`src/rtl/serial_adder_8bit.sv`:
```
// Bit-serial WIDTH-bit adder: one full_adder_1bit cell, LSB first, start/busy/done handshake.
// Optional build macro SERIAL_ADDER_CIN_EN adds a carry-in port captured with the operands.

module full_adder_1bit (
    input  logic a,
    input  logic b,
    input  logic c_in,
    output logic s,
    output logic c_out
);
    assign s     = a ^ b ^ c_in;
    assign c_out = (a & b) | (c_in & (a ^ b));
endmodule

module serial_adder_8bit #(
    parameter int WIDTH = 8
) (
    input  logic             clk,
    input  logic             rst,
    input  logic             start,
    input  logic [WIDTH-1:0] a,
    input  logic [WIDTH-1:0] b,
`ifdef SERIAL_ADDER_CIN_EN
    input  logic             cin,
`endif
    output logic             busy,
    output logic             done,
    output logic [WIDTH-1:0] sum,
    output logic             c_out
);
    localparam int CW = (WIDTH > 1) ? $clog2(WIDTH) : 1;

    typedef enum logic [1:0] {
        S_IDLE = 2'd0,
        S_ADD  = 2'd1,
        S_DONE = 2'd2
    } state_t;

    state_t           state_r;
    logic [WIDTH-1:0] a_sh_r;
    logic [WIDTH-1:0] b_sh_r;
    logic [WIDTH-1:0] acc_r;
    logic [CW-1:0]    cnt_r;
    logic             carry_r;
    logic             busy_r;
    logic             done_r;
    logic [WIDTH-1:0] sum_r;
    logic             c_out_r;

    logic             fa_sum_s;
    logic             fa_cout_s;
    logic             init_carry_s;
    logic [WIDTH-1:0] acc_next_s;

    full_adder_1bit u_fa (
        .a     (a_sh_r[0]),
        .b     (b_sh_r[0]),
        .c_in  (carry_r),
        .s     (fa_sum_s),
        .c_out (fa_cout_s)
    );

    // Initial carry selection and LSB-first assembly of the next partial result.
    always_comb begin
`ifdef SERIAL_ADDER_CIN_EN
        init_carry_s = cin;
`else
        init_carry_s = 1'b0;
`endif
        acc_next_s = {fa_sum_s, acc_r[WIDTH-1:1]};
    end

    // Control FSM, datapath shift registers and registered outputs.
    always_ff @(posedge clk) begin
        if (rst) begin
            state_r <= S_IDLE;
            a_sh_r  <= {WIDTH{1'b0}};
            b_sh_r  <= {WIDTH{1'b0}};
            acc_r   <= {WIDTH{1'b0}};
            cnt_r   <= {CW{1'b0}};
            carry_r <= 1'b0;
            busy_r  <= 1'b0;
            done_r  <= 1'b0;
            sum_r   <= {WIDTH{1'b0}};
            c_out_r <= 1'b0;
        end else begin
            case (state_r)
                S_IDLE: begin
                    done_r <= 1'b0;
                    if (start) begin
                        a_sh_r  <= a;
                        b_sh_r  <= b;
                        carry_r <= init_carry_s;
                        cnt_r   <= {CW{1'b0}};
                        busy_r  <= 1'b1;
                        state_r <= S_ADD;
                    end else begin
                        busy_r  <= 1'b0;
                        state_r <= S_IDLE;
                    end
                end
                S_ADD: begin
                    a_sh_r  <= a_sh_r >> 1;
                    b_sh_r  <= b_sh_r >> 1;
                    acc_r   <= acc_next_s;
                    carry_r <= fa_cout_s;
                    cnt_r   <= cnt_r + {{(CW-1){1'b0}}, 1'b1};
                    // Final bit: publish the whole result in one edge so sum never shows a partial value.
                    if (cnt_r == CW'(WIDTH - 1)) begin
                        sum_r   <= acc_next_s;
                        c_out_r <= fa_cout_s;
                        done_r  <= 1'b1;
                        busy_r  <= 1'b0;
                        state_r <= S_DONE;
                    end else begin
                        state_r <= S_ADD;
                    end
                end
                S_DONE: begin
                    done_r  <= 1'b0;
                    busy_r  <= 1'b0;
                    state_r <= S_IDLE;
                end
                default: begin
                    done_r  <= 1'b0;
                    busy_r  <= 1'b0;
                    state_r <= S_IDLE;
                end
            endcase
        end
    end

    assign busy  = busy_r;
    assign done  = done_r;
    assign sum   = sum_r;
    assign c_out = c_out_r;

endmodule
```
`config.mk`:
```
export PLATFORM = sky130hd
export DESIGN_NAME = serial_adder_8bit
export DESIGN_NICKNAME = d
export VERILOG_FILES = /design/src/rtl/serial_adder_8bit.sv
export SDC_FILE = /design/constraint.sdc
export NUM_CORES = 1
export LEC_CHECK = 0
export CAP_MARGIN = 40
export CELL_PAD_IN_SITES_DETAIL_PLACEMENT = 0
export CELL_PAD_IN_SITES_GLOBAL_PLACEMENT = 1
export CORE_AREA = 2 2 66 68
export DETAILED_ROUTE_END_ITERATION = 12
export DIE_AREA = 0 0 68 70
export HOLD_SLACK_MARGIN = 0.02
export PLACE_DENSITY = 0.85
export SETUP_SLACK_MARGIN = 0.1
export SYNTH_ARGS = -nofsm -noshare
export SYNTH_HDL_FRONTEND = slang
export SYNTH_HIERARCHICAL = 1
export SYNTH_SLANG_ARGS = --single-unit
```
`constraint.sdc`:
```
create_clock -name clk -period 3.27 [get_ports clk]
set_input_delay 0.654 -clock clk [delete_from_list [all_inputs] [get_ports clk]]
set_output_delay 0.654 -clock clk [all_outputs]
set_load 0.02 [all_outputs]
```
==> results of run 1 <==
-- layout make-up --
| class | instances | area [um2] |
|---|---|---|
| clock buffer | 6 | 82.6 |
| clock inverter | 2 | 10.0 |
| fill | 422 | 2110 |
| inverter | 1 | 3.75 |
| multi-input combinational | 119 | 762 |
| sequential | 40 | 801 |
| tap | 52 | 65.1 |
| timing repair buffer | 31 | 305 |
-- logic make-up (layout without fill, tap and decap cells) --
kind of cell | Yosys count | count (layout)
and+or+nand+nor | 63 | 63
DFF | 40 | 40
AOI/OAI and AO/OA | 38 | 38
muxes | 15 | 15
buffers and inverters | 13 | 40
adders and majority gates | 3 | 3
-- worst max-delay path by stage --
stage | startpoint | endpoint | slack, ns | cells past startpoint
after floorplan | start | a_sh_r[0] | 1.94 | 4
after global placement | start | b_sh_r[4] | 1.33 | 4
after detailed placement | start | a_sh_r[6] | 1.26 | 4
after CTS | sum[1] | sum[1] | 1.36 | 1
after global routing | c_out | c_out | 1.32 | 1
final | sum[1] | sum[1] | 1.38 | 1
-- worst min-delay path, cell delays in order, from the launching register on --
cell     delay [ns]
dfxtp_1        0.31
nand2_1        0.05
a21oi_1        0.05
-- registers in the layout (all words and copies together), names as in the netlist --
register  count
a_sh_r        8
acc_r         7
b_sh_r        8
busy          1
c_out         1
carry_r       1
cnt_r         3
done          1
state_r       2
sum           8
-- metal layers --
layer | share of wire [%] | global-route usage [%]
met1 | 49 | 17.7
met3 | 3.4 | 4.35
met4 | 2.1 | 6.00
met2 | 46 | 21.6
met5 | 0 | 0
-- synthesized netlist by cell type (2+ instances only) --
library cell	instances	area, um2
a22oi_1	5	37.5
clkbuf_1	3	11.3
a21oi_1	16	80.1
nand2_1	32	120
a211oi_2	10	125
nor2_1	22	82.6
nor3_1	3	15.0
buf_2	3	15.0
buf_8	2	30.0
a211oi_1	5	37.5
dfxtp_1	40	801
ha_1	2	25.0
mux2i_1	15	150
buf_6	2	22.5
-- layout by cell type, fill, tap and decap left out --
master	n
nor4_1	1
nor3_1	3
clkinv_2	2
buf_4	2
a211oi_1	5
mux2i_1	15
ha_1	2
o21bai_1	1
o21ba_4	1
a211oi_2	10
clkdlybuf4s50_1	29
and2b_1	1
fa_1	1
a21oi_1	16
dfxtp_1	40
nor3b_1	1
clkbuf_8	6
nand3b_1	1
inv_1	1
a22oi_1	5
or2b_1	1
nor2_1	22
and3b_1	1
nand2_1	32
-- where the power goes --
group	internal [mW]	switching (mW)
clock	0.168	0.163
combinational	0.0546	0.0552
sequential	0.508	0.0121
-- through the flow --
stage	setup slack, ns	instances
after CTS	1.36	251
after global placement	1.33	243
final	1.38	251
after floorplan	1.94	172
after detailed placement	1.26	243
after global routing	1.32	251
==> metrics, run 1 <==
Layout area overhead 22.5%; Least-Margin Pin Slew 0.476 ns; # resized after CTS 0; CTS Buf Count 5; clk sinks 40; Tmin final 1.89 ns; final hold violations 0; Seq/Total Area, Yosys 48.3%; Vias 1236; Core Area 4140 um2; number of synthesized register bits 40; IO Pins 30; multiplexer area fraction after synthesis 9.06%; Post-Synth XOR/XNOR Area 0%; initial antenna violation count 0; Die X 68 um; Post-Synth Adder-Cell Area 2.72%; R2R Path Start state_r[0]; main combinational cell family by area after synthesis compound AO/OA/AOI/OAI gates; status finished clean; mean area per synthesized cell 9.63 um2; buffers plus inverters on the worst setup path 1; initial core utilization 40.0%; DRC 0; slowest stage delay, CP 0.60 ns; ratio of cells with drive above 1 in the final layout 10.6%; final core occ 49.0%; CTS tree done; drt wl/cell 11.6 um; Worst VDD drop 0.000198 V; Simple-Gate Fraction of Synth Area 15.9%; post-CTS setup buffers 0; PnR Total Power 962 uW; Hold Path Stages 2; Max clock buf depth 2; R2R depth 4; Worst path slowest cell clkdlybuf4s50_1; Setup crit start kind register; die height 70 um; CTS H-Tree Depth 2; drt first pass iters 4; largest net degree at the start of global routing 41; Worst EP arrival 1.24 ns; Crit. End Element output port; die area 4760 um2; period utilization 57.9%; Hold Slack 0.457 ns; post-route ant nets 0; mapped cell area 1660 um2; Cell Area, Placed 1940 um2; Clock transition at path regs 0.08 ns; DRT iter0 DRCs 33; Finished Cell Area 2030 um2; post-detail-place hpwl 1940 um; gp weighted congestion 0.691; CP Max Fanout 2; FFs w/ async S/R, synth 0%; Hold Path Origin sum[3]; GRT Util Overall 14.0%; Compound-Gate Fraction of Synth Area 18.4%; via/cell ratio 4.92; Synth Net Count 194; WL final 2920 um; Mapped Cells 172; distinct cell type count after synthesis 26; reg-to-reg setup timing slack 1.75 ns; setup tns final 0 ns; port bufs 29; Max-Cap Viols 0; WS Path Type reg -> out; vias in the first global route 1165; FF-to-FF End a_sh_r[6]; Most used DFF post-synth dfxtp_1; Worst-Skew Late Latency 0.29 ns; headroom to the max-slew limit 68.2%; NumNets Final 220; Pleak 0.737 nW; first-pass GRT wire length 5110 um; Post-synth EDFFs 0; WP data required 2.62 ns; Rows 24; fmax 528 MHz; global route total overflow 0; Synth Warn # 6; RSZ-0062 raised after global routing no; Worst Hold Class reg -> reg; Hold EP sum[3]; Root Buffer Master clkbuf_8; critical-path cell list clkdlybuf4s50_1; final clock skew 0.00654 ns; P per Cell Area 474 nW/um2; # diodes 0; cts hold-fix bufs 0; CP top delay family buffers and inverters; # setup viols final 0; Max Slew Vio Count 0
(Power assumes the default switching activity.)
==> inputs of run 2 (changes only) <==
--- a/config.mk
+++ b/config.mk
@@ -8,11 +8,11 @@
 export CAP_MARGIN = 40
 export CELL_PAD_IN_SITES_DETAIL_PLACEMENT = 0
 export CELL_PAD_IN_SITES_GLOBAL_PLACEMENT = 1
-export CORE_AREA = 2 2 66 68
+export CORE_AREA = 2 2 69 71
 export DETAILED_ROUTE_END_ITERATION = 12
-export DIE_AREA = 0 0 68 70
+export DIE_AREA = 0 0 71 73
 export HOLD_SLACK_MARGIN = 0.02
-export PLACE_DENSITY = 0.85
+export PLACE_DENSITY = 0.79
 export SETUP_SLACK_MARGIN = 0.1
 export SYNTH_ARGS = -nofsm -noshare
 export SYNTH_HDL_FRONTEND = slang
==> constraint.sdc (replaced) <==
create_clock -name clk -period 1.95 [get_ports clk]
set_input_delay 0.39 -clock clk [delete_from_list [all_inputs] [get_ports clk]]
set_output_delay 0.39 -clock clk [all_outputs]
set_load 0.02 [all_outputs]
==> run 2 against run 1 <==
Compared with the run above: critical path depth is the same; global-route usage shrank 1.5 points; cell area did not move; highest routed layer unchanged; clock power up 53%; via count fell by 2.3%.
==> metrics, run 2 (synthesis gave the netlist of run 1 again) <==
status finished clean (unchanged); initial core utilization 36.5% (was 40.0%); Vias 1208 (was 1236); area used by multi-input combinational logic 762 um2 (unchanged); Layout area overhead 22.5% (unchanged); DRC 0 (unchanged); Setup crit start kind register (unchanged); die area 5180 um2 (was 4760 um2); initial antenna violation count 0 (unchanged); setup tns final 0 ns (unchanged); Tmin final 1.63 ns; Root Buffer Master clkbuf_8 (unchanged); WL final 2940 um (was 2920 um); # resized after CTS 0 (unchanged); Flop pwr share 56.0% (was 54.1%); post-route ant nets 0 (unchanged); gp weighted congestion 0.708 (was 0.691); Crit. End Element output port (unchanged); GRT Util Overall 12.5% (was 14.0%); P per Cell Area 772 nW/um2 (was 474 nW/um2); port bufs 29 (unchanged); Worst Hold Class reg -> reg (unchanged); switch share 24.0% (about the same); cts hold-fix bufs 0 (unchanged); critical-path cell list clkdlybuf4s50_1 (unchanged); clock share of power 32.4% (was 34.5%); CTS H-Tree Depth 2 (unchanged); CTS tree done (unchanged); via/cell ratio 4.79 (was 4.92); drt first pass iters 4 (unchanged); Fill cells 449 (was 422); commonest non-fill, non-tap cell in the layout dfxtp_1 (unchanged); DRT iter0 DRCs 68 (was 33); # setup viols final 0 (unchanged); Worst path slowest cell clkdlybuf4s50_1 (unchanged); largest net degree at the start of global routing 41 (unchanged); Worst EP arrival 1.24 ns (about the same); CTS Buf Count 5 (unchanged); Pint 1.19 mW (was 731 uW); Worst-Skew Late Latency 0.29 ns (about the same); Net Sw Power 376 uW (was 231 uW); WP data required 1.56 ns (was 2.62 ns); drt wl/cell 11.7 um (was 11.6 um); Logic pwr share 11.7% (was 11.4%); Max clock buf depth 2 (unchanged); RSZ-0062 raised after global routing no (unchanged); IO Pins 30 (unchanged); first-pass GRT wire length 5080 um (was 5110 um); Reg area 801 um2 (unchanged); NumNets Final 220 (unchanged); Clock transition at path regs 0.07 ns (was 0.08 ns); die height 73 um (was 70 um); period utilization 83.4%; Max Slew Vio Count 0 (unchanged); buffers plus inverters on the worst setup path 1 (unchanged); fmax 615 MHz; worst slack, placed 0.252 ns (was 1.26 ns); vias in the first global route 1155 (was 1165); Core Area 4540 um2 (was 4140 um2); Die X 71 um (was 68 um); headroom to the max-slew limit 69.3% (was 68.2%); global route total overflow 0 (unchanged); Max-Cap Viols 0 (unchanged); Pleak 0.732 nW (was 0.737 nW); # diodes 0 (unchanged); slowest stage delay, CP 0.60 ns (about the same); post-CTS setup buffers 0 (unchanged); Finished Cell Area 2030 um2 (unchanged); Worst VDD drop 0.000280 V (was 0.000198 V); clk sinks 40 (unchanged); Worst Setup Slack, final 0.324 ns (was 1.38 ns); ratio of cells with drive above 1 in the final layout 9.60% (was 10.6%); Cell Area, Placed 1950 um2 (was 1940 um2); Least-Margin Pin Slew 0.459 ns (was 0.476 ns); Hold Slack 0.454 ns (was 0.457 ns); final hold violations 0 (unchanged); Rows 25 (was 24); CP Max Fanout 2 (unchanged); CP top delay family buffers and inverters (unchanged); post-detail-place hpwl 1970 um (was 1940 um); WS Path Type reg -> out (unchanged); final clock skew 0.00676 ns (was 0.00654 ns); most frequent cells in the layout dfxtp_1, nand2_1, clkdlybuf4s50_1, nor2_1, a21oi_1 (unchanged)
run 2: final timing paths:
path	from	end	slack [ns]	cells after the start
worst max-delay path	done	done	0.32	1
worst min-delay path	acc_r[1]	sum[0]	0.45	2
worst max register to register	cnt_r[0]	sum[5]	0.53	5
worst min register to register	acc_r[1]	sum[0]	0.45	2
run 2: through the flow:
stage                     utilization (%)  power (mW)  std cells
after floorplan                         -        1.03        172
after global placement               43.0        1.08        245
after detailed placement             43.0        1.08        245
after CTS                            44.7        1.59        252
after global routing                 44.7        1.64        252
final                                44.7        1.57        252
run 2: area by class of cell:
| cell class | instances | area share, % |
|---|---|---|
| Sequential cell | 40 | 39.5 |
| Clock buffer | 6 | 3.58 |
| Multi-Input combinational cell | 119 | 37.5 |
| Inverter | 1 | 0.185 |
| Clock inverter | 1 | 0.247 |
| Timing Repair Buffer | 31 | 15.7 |
| Tap cell | 54 | 3.33 |
run 2: power groups by stage:
stage               Combinational [mW]  Sequential (mW)  Clock, mW
floorplan                        0.138            0.889          0
global placement                 0.183            0.896          0
detailed placement               0.186            0.896          0
CTS                              0.186            0.877      0.529
global route                     0.201            0.882      0.561
finish                           0.183            0.877      0.507
run 2: worst reg2reg max path, cell delays in order (launching register included):
cell and delay (ns):
dfxtp_1 0.36, ha_1 0.17, ha_1 0.21, and3b_1 0.39, nand2_1 0.11, a21oi_1 0.12
run 2: metal layers:
metal  part of all wire [%]  up-vias  GRT usage [%]
met1                     51      535           15.6
met5                      0        -              0
met4                    2.3        0           7.55
met2                     44       20           19.6
li1                       -      646              -
met3                    3.2        7           2.76
